[src/rtl/key_pkg.sv]
// Shared types and constants for the pushbutton debounce filter.
package key_pkg;

    typedef enum logic [1:0] {
        IDLE,
        PRESS_DB,
        HELD,
        RELEASE_DB
    } key_fsm_e;

    // Synchronizer flops come out of reset in the released (high) level
    localparam logic SYNC_RST_VAL = 1'b1;

    function automatic logic is_down(input key_fsm_e s);
        return (s == HELD) || (s == RELEASE_DB);
    endfunction

endpackage

[src/rtl/key_filter_ch.sv]
// One pushbutton channel: 2-flop synchronizer, debounce FSM and edge pulses.
// Optional long-press detector enabled by macro KEY_LONG_PRESS_EN.
module key_filter_ch
    import key_pkg::*;
#(
    parameter logic [19:0] CNT_MAX  = 20'd999_999,
    parameter logic [25:0] LONG_MAX = 26'd49_999_999
) (
    input  logic sys_clk,
    input  logic sys_rst,
    input  logic key_in,
    output logic key_state,
    output logic key_press,
    output logic key_release,
    output logic key_long
);

    logic sync1_reg;
    logic sync2_reg;

    always_ff @(posedge sys_clk) begin
        if (sys_rst) begin
            sync1_reg <= SYNC_RST_VAL;
            sync2_reg <= SYNC_RST_VAL;
        end else begin
            sync1_reg <= key_in;
            sync2_reg <= sync1_reg;
        end
    end

    key_fsm_e                    state_reg, state_next;
    logic [$bits(CNT_MAX)-1:0]   cnt_reg, cnt_next;

    always_ff @(posedge sys_clk) begin
        if (sys_rst) begin
            state_reg <= IDLE;
            cnt_reg   <= '0;
        end else begin
            state_reg <= state_next;
            cnt_reg   <= cnt_next;
        end
    end

    // The counter stops at CNT_MAX because reaching it always leaves the state
    always_comb begin
        state_next = state_reg;
        cnt_next   = cnt_reg;
        case (state_reg)
            IDLE: begin
                if (!sync2_reg) begin
                    state_next = PRESS_DB;
                    cnt_next   = '0;
                end
            end
            PRESS_DB: begin
                if (sync2_reg) begin
                    state_next = IDLE;
                    cnt_next   = '0;
                end else if (cnt_reg == CNT_MAX) begin
                    state_next = HELD;
                    cnt_next   = '0;
                end else begin
                    cnt_next = cnt_reg + 1'b1;
                end
            end
            HELD: begin
                if (sync2_reg) begin
                    state_next = RELEASE_DB;
                    cnt_next   = '0;
                end
            end
            RELEASE_DB: begin
                if (!sync2_reg) begin
                    state_next = HELD;
                    cnt_next   = '0;
                end else if (cnt_reg == CNT_MAX) begin
                    state_next = IDLE;
                    cnt_next   = '0;
                end else begin
                    cnt_next = cnt_reg + 1'b1;
                end
            end
            default: begin
                state_next = IDLE;
                cnt_next   = '0;
            end
        endcase
    end

    logic down_next;
    logic key_state_reg;
    logic key_press_reg;
    logic key_release_reg;

    assign down_next = is_down(state_next);

    always_ff @(posedge sys_clk) begin
        if (sys_rst) begin
            key_state_reg   <= 1'b0;
            key_press_reg   <= 1'b0;
            key_release_reg <= 1'b0;
        end else begin
            key_state_reg   <= down_next;
            key_press_reg   <= down_next & ~key_state_reg;
            key_release_reg <= ~down_next & key_state_reg;
        end
    end

    assign key_state   = key_state_reg;
    assign key_press   = key_press_reg;
    assign key_release = key_release_reg;

`ifdef KEY_LONG_PRESS_EN
    logic [$bits(LONG_MAX)-1:0] long_cnt_reg;
    logic                       long_done_reg;
    logic                       key_long_reg;

    // Count only while HELD; bounces through RELEASE_DB pause but keep the count
    always_ff @(posedge sys_clk) begin
        if (sys_rst || state_reg == IDLE) begin
            long_cnt_reg  <= '0;
            long_done_reg <= 1'b0;
            key_long_reg  <= 1'b0;
        end else begin
            key_long_reg <= 1'b0;
            if (state_reg == HELD && !long_done_reg) begin
                if (long_cnt_reg == LONG_MAX) begin
                    key_long_reg  <= 1'b1;
                    long_done_reg <= 1'b1;
                end else begin
                    long_cnt_reg <= long_cnt_reg + 1'b1;
                end
            end
        end
    end

    assign key_long = key_long_reg;
`else
    assign key_long = 1'b0 & (|LONG_MAX);
`endif

endmodule

[src/rtl/key_filter_top.sv]
// Four independent debounced pushbutton channels.
// Long-press pulses exist only when macro KEY_LONG_PRESS_EN is defined.
module key_filter_top
    import key_pkg::*;
#(
    parameter logic [19:0] CNT_MAX  = 20'd999_999,
    parameter logic [25:0] LONG_MAX = 26'd49_999_999
) (
    input  logic       sys_clk,
    input  logic       sys_rst,
    input  logic [3:0] key_in,
    output logic [3:0] key_state,
    output logic [3:0] key_press,
    output logic [3:0] key_release,
    output logic [3:0] key_long
);

    generate
        for (genvar gi = 0; gi < 4; gi++) begin : g_ch
            key_filter_ch #(
                .CNT_MAX  (CNT_MAX),
                .LONG_MAX (LONG_MAX)
            ) u_ch (
                .sys_clk     (sys_clk),
                .sys_rst     (sys_rst),
                .key_in      (key_in[gi]),
                .key_state   (key_state[gi]),
                .key_press   (key_press[gi]),
                .key_release (key_release[gi]),
                .key_long    (key_long[gi])
            );
        end
    endgenerate

endmodule

[config.mk]
export PLATFORM = sky130hd
export DESIGN_NAME = key_filter_top
export DESIGN_NICKNAME = d
export VERILOG_FILES = /design/src/rtl/key_pkg.sv /design/src/rtl/key_filter_ch.sv /design/src/rtl/key_filter_top.sv
export SDC_FILE = /design/constraint.sdc
export NUM_CORES = 1
export LEC_CHECK = 0
export CAP_MARGIN = 20
export CORE_MARGIN = 2
export CORE_UTILIZATION = 65
export CTS_CLUSTER_DIAMETER = 120
export DETAILED_ROUTE_END_ITERATION = 8
export PLACE_DENSITY = 0.93
export SKIP_LAST_GASP = 1
export SLEW_MARGIN = 5
export SYNTH_ARGS = -nofsm -noshare
export SYNTH_HDL_FRONTEND = slang
export SYNTH_SLANG_ARGS = --single-unit
[constraint.sdc]
create_clock -name sys_clk -period 3.2 [get_ports sys_clk]
set_clock_uncertainty 0.15 [all_clocks]
set_input_delay 0.64 -clock sys_clk [delete_from_list [all_inputs] [get_ports sys_clk]]
set_output_delay 0.64 -clock sys_clk [all_outputs]
set_load 0.1 [all_outputs]
# Word-level counts from Yosys, hierarchy flattened

Cells that the tools add are included.

Flip-flop bits (word level): 108
Latch bits: 0
Bits in writable memories: 0
Memory bits (read-only): 0
Input bits: 6
Output and inout port bits: 16
Word-level logic and storage cells: 144
Memories kept: 0

Add/sub/neg operators: 4
Multipliers: 0
Div/mod/pow operators: 0
Magnitude comparators: 0
Equality and inequality tests: 32
Shift operators: 0
Mux-type cells: 52
Bitwise logic cells: 16
Reduce and logical (&&, ||, !) cells: 12

Operator list:

| cell                                                                    | number |
|---|---|
| 20-bit two-way mux                                                      | 20 |
| 20-bit one-hot mux with 4 select lines                                  | 4 |
| 20-bit by 1-bit adder with 20-bit output, second input constant         | 4 |
| 20-bit == test, second input constant                                   | 4 |
| 2-bit two-way mux                                                       | 24 |
| 2-bit == test, second input constant                                    | 16 |
| 2-bit one-hot mux with 4 select lines                                   | 4 |
| 1-bit AND                                                               | 8 |
| 2-bit by 1-bit == test with 1-bit output, second input constant         | 4 |
| 2-bit zero test                                                         | 4 |
| 2-bit by 1-bit inequality test with 1-bit output, second input constant | 4 |
| 2-bit inequality test, second input constant                            | 4 |
| 1-bit inverter                                                          | 8 |
| 2-bit AND reduction                                                     | 4 |
| 1-bit logical OR                                                        | 4 |

# Depth between registers and ports, before layout

Depth in word-level cells: 8
Depth in mapped cells: 8
Mapped depth without buffers: 6

# By module

A second synthesis with hierarchy kept.

Cells, all modules: 586
Area total of the unflattened synthesis: 5,129.9 um^2

Modules (own cells, without submodules):

| module                           | times used | cells each | area each (um^2) | seq. area each (um^2) |
|---|---|---|---|---|
| key_filter_ch (g_ch[0].u_ch ...) | 3          | 150        | 1,296.2          | 540.5 |
| key_filter_ch (g_ch[3].u_ch)     | 1          | 136        | 1,241.2          | 540.5 |

# Worst setup path before layout

OpenSTA, ideal clock, no wires.

Path kind: reg2reg
Start: reg g_ch[2].u_ch.cnt_reg[8]
End: reg g_ch[2].u_ch.cnt_reg[9]
Setup time: 0.120 ns
Arrival: 1.822 ns
Required time: 2.930 ns
Path slack: 1.108 ns
Cell stages (with the launch flop): 7
Buffers on the path: 1
Period minus slack after synthesis: 2.092 ns
Cell sequence: dfxtp_1 -> or4b_4 -> nor4_4 -> a211oi_2 -> buf_6 -> nor3b_1 -> a211o_1

Longest elaborated chain between the ends: 4
Elaborated cells on any way between the ends: 6
Classes of those cells: add/sub: 1; eq/ne: 1; mux: 4

Ends and longest elaborated chain:

| element                                                                    | line                                     | source |
|---|---|---|
| start: declaration                                                         | key_filter_ch.sv:32                      | `logic [$bits(CNT_MAX)-1:0] cnt_reg, cnt_next;` |
| start signal: assignment                                                   | key_filter_ch.sv:40                      | `cnt_reg <= cnt_next;` |
| 20-bit by 1-bit adder with 20-bit output or 20-bit == test (tied branches) | --                                       |  |
| 20-bit two-way mux (*)                                                     | key_filter_ch.sv:59, key_filter_ch.sv:76 |  |
| 20-bit two-way mux, on equally long branches                               | key_filter_ch.sv:73, key_filter_ch.sv:56 |  |
| 20-bit one-hot mux with 4 select lines (*)                                 | key_filter_ch.sv:48                      | `case (state_reg)` |

Every way passes the cells marked *; elsewhere a longest branch is shown, timed or not.
A chain may end at the register's enable or synchronous reset.

# Final worst setup path

Start: reg g_ch[0].u_ch.cnt_reg[0]
End: reg g_ch[0].u_ch.cnt_reg[19]

Longest elaborated chain between the ends: 4
Elaborated cells on any way between the ends: 6
Classes of those cells: add/sub: 1; eq/ne: 1; mux: 4

Ends and longest elaborated chain:

| element                                                                    | line |
|---|---|
| start: declaration                                                         | key_filter_ch.sv:32 |
| start signal: assignment                                                   | key_filter_ch.sv:40 |
| 20-bit by 1-bit adder with 20-bit output or 20-bit == test (tied branches) | -- |
| 20-bit two-way mux (*)                                                     | key_filter_ch.sv:59, key_filter_ch.sv:76 |
| 20-bit two-way mux, on equally long branches                               | key_filter_ch.sv:73, key_filter_ch.sv:56 |
| 20-bit one-hot mux with 4 select lines (*)                                 | key_filter_ch.sv:48 |

Marks and branches as above.

==> metrics.md <==
| Metric | Value |
|---|---|
| Status | `finished clean` |
| Avg Cell Area, Syn | `8.82 sq um` |
| Placed cell count | `668` |
| First-pass GRT wire length | `18.1 mm` |
| DIE AREA | `8540 sq um` |
| Primary FF master, synth | `dfxtp_1` |
| Gate Count Post-Synth | `576` |
| Synth top area cells | `dfxtp_1, nor2_1, xnor2_1` |
| Critical Path Start Type | `flip-flop` |
| Slowest Stage Delay on Critical Path | `0.63 ns` |
| Yosys reg bits | `108` |
| Avg Vias per Cell | `6.26` |
| Final GP Congestion | `0.865` |
| Depth of the CTS H-tree | `3` |
| Design Power | `2.33 mW` |
| Root Buffer | `clkbuf_8` |
| Vias in the first global route | `3993` |
| Grt ovf | `0` |
| Worst slew margin | `32.5%` |
| Synthesis-to-layout area growth | `6.33%` |
| Post-CTS resize count | `0` |
| CP arrival | `2.63 ns` |
| Total CTS buffers | `9` |
| DRC viols | `0` |
| First DRT Iteration DRCs | `192` |
| Worst path bufs/invs | `0` |
| Total GRT Usage | `25.3%` |
| Vias | `4285` |
| Yosys warns | `0` |
| Die Wd | `92.4 um` |
| R2R cell count | `6` |
| Die height | `92.4 um` |
| TritonCTS clock tree | `built` |
| RSZ-0062 raised after global routing | `no` |
| Hold depth | `1` |
| Pwr dens | `432 nW/um^2` |
| HP Class | `flip-flop to flip-flop` |
| Initial antenna violation count | `0` |
| Critical Path RT | `3.30 ns` |
| Post-Layout Cell Count | `684` |
| Worst R2R End | `g_ch[0].u_ch.cnt_reg[19]` |
| Worst hold start | `g_ch[3].u_ch.sync1_reg` |
| Worst Setup Path Type | `flip-flop to flip-flop` |
| Sum Neg Setup Slack | `0 ns` |
| Max reg flops | `80` |
| F_max | `0.396 GHz` |
| Row count | `32` |
| 1st-pass router iterations | `8` |
| Drt wl/cell | `15.0 um` |
| Final-report setup violation count | `0` |
| Peak supply drop | `0.000282 V` |
| Critical Path Stages | `6` |
| Fin crit share | `78.9%` |
| Period minus WS final | `2.52 ns` |
| Synth top area share | `42.6%` |
| Cell variety after synth | `58` |
| Hold path endpoint | `g_ch[3].u_ch.sync2_reg` |
| ANT cells | `0` |
| Core ar. | `7650 sq um` |
| Crit end category | `flip-flop` |
| Critical path's top delay family | `simple AND/OR/NAND/NOR gates` |
| Final WL | `10.3 mm` |
| RR Startpoint | `g_ch[0].u_ch.cnt_reg[0]` |
| Top-count cell post-synth | `dfxtp_1` |
| Critical path cell sequence | `ha_1 > nand2_1 > nor4_1 > a21oi_1 > o21bai_2 > nor2_1` |
| Critical Path Fanout Max | `10` |
| Clock Tree Buf Depth | `2` |
| Starting Density | `66.4%` |
| Fin. max-slew vios | `0` |
| Clock Latency Late Sink | `0.37 ns` |
| Post-synth EDFFs | `0` |
| Pin count of the biggest net entering global routing | `39` |
| Leading area contributor after synthesis | `dfxtp_1` |
| Leakage | `1.99 nW` |
| Max Cap Viol | `0` |
| Most common library cells after synthesis | `dfxtp_1, nor2_1, nand2_1` |
| Post-synth design cell area | `5080 sq um` |
| Post-cts hold buffer count | `0` |
| PortBufs | `17` |
| Asr flop ratio synth | `0%` |
| DRT antenna net count | `0` |
| Register area share after synthesis | `42.6%` |
| DP HPWL | `7.05 mm` |
| Slew @ Worst Pin | `1.01 ns` |
| Clock-pin slew on the worst setup and hold paths | `0.10 ns` |
| # nets final | `587` |
| I/O pin cnt | `22` |
| Final Hold Fails | `0` |
| # Post-CTS Setup Buffers | `0` |
| Share of cells above drive strength 1 | `8.93%` |
| Flop-to-flop setup slack | `0.68 ns` |
| CTS sink cnt | `108` |
| Critical path's slowest cell | `nor4_1` |
[final cells by class]
cell class | count | area, sq um
Clock buffer | 12 | 165
Multi-Input combinational cell | 427 | 2690
Tap cell | 102 | 128
Inverter | 9 | 33.8
Sequential cell | 108 | 2160
Fill cell | 578 | 2250
Clock inverter | 4 | 55.1
Timing Repair Buffer | 22 | 173
[metal layers]
layer / up-vias / global-route usage [%] / routed length, um
met1: 2013 / 32.4 / 4440
met5: - / 0 / 0
li1: 2074 / - / -
met2: 169 / 42.5 / 4980
met3: 29 / 5.04 / 659
met4: 0 / 9.33 / 191
[cells by family after synthesis]
kind of cell / share of synthesized area, %
mux: 1.58
flops: 42.6
simple gates: 29.7
fa+ha+maj: 0.985
compound gates: 12.4
buf+inv: 4.80
xor+xnor: 7.93
other cells: 0.0738
[worst max path at each step]
stage	slack, ns	endpoint	start
final	0.68	g_ch[0].u_ch.cnt_reg[19]	g_ch[0].u_ch.cnt_reg[0]
after global routing	0.39	g_ch[0].u_ch.cnt_reg[14]	g_ch[0].u_ch.cnt_reg[0]
after CTS	0.69	g_ch[0].u_ch.cnt_reg[19]	g_ch[0].u_ch.cnt_reg[0]
after detailed placement	0.75	g_ch[0].u_ch.cnt_reg[19]	g_ch[0].u_ch.cnt_reg[0]
after global placement	0.86	g_ch[0].u_ch.cnt_reg[7]	g_ch[0].u_ch.cnt_reg[0]
after floorplan	1.11	g_ch[2].u_ch.cnt_reg[9]	g_ch[2].u_ch.cnt_reg[8]
[through the flow]
step | utilization, % | hold WS, ns | cell area (sq um) | worst slack [ns]
2_1_floorplan | - | 0.239 | 5090 | 1.11
3_3_place_gp | 67.8 | 0.246 | 5180 | 0.864
3_5_place_dp | 67.8 | 0.247 | 5180 | 0.755
4_1_cts | 70.6 | 0.264 | 5400 | 0.692
5_1_grt | 70.6 | 0.283 | 5400 | 0.387
6_report | 70.6 | 0.260 | 5400 | 0.677
[cells in the final DEF, fill, tap and decap left out, types with 3 or more instances in the layout]
cell type        count
nor3b_1              3
nand2_1             47
a211oi_1             3
nand3b_1             7
a22o_1              11
clkbuf_8            12
inv_1                9
a22oi_1              3
dfxtp_1            108
nor2_1              64
o21ai_0             10
a21oi_1             19
o211ai_1             3
xor2_1              21
xnor2_1             25
or4_1                3
nor3_1              18
buf_4               17
nand3_1             38
or3_1                3
and3_1              16
nand4_1             19
nor4_1               7
o21bai_2             3
mux2i_1              8
or4b_1               3
and4_1               8
conb_1               4
clkdlybuf4s50_1      4
and3b_1              9
nand2b_1             6
a31oi_1             24
or2_2                8
nand4b_1             4
ha_1                 4
[report_power, final]
part | leakage (nW) | switching [mW] | internal (mW)
combinational | 1.01 | 0.0675 | 0.0233
sequential | 0.872 | 0.00520 | 1.35
clock | 0.109 | 0.455 | 0.430
total | 1.99 | 0.528 | 1.80
Power figures use the tool's default switching activity.
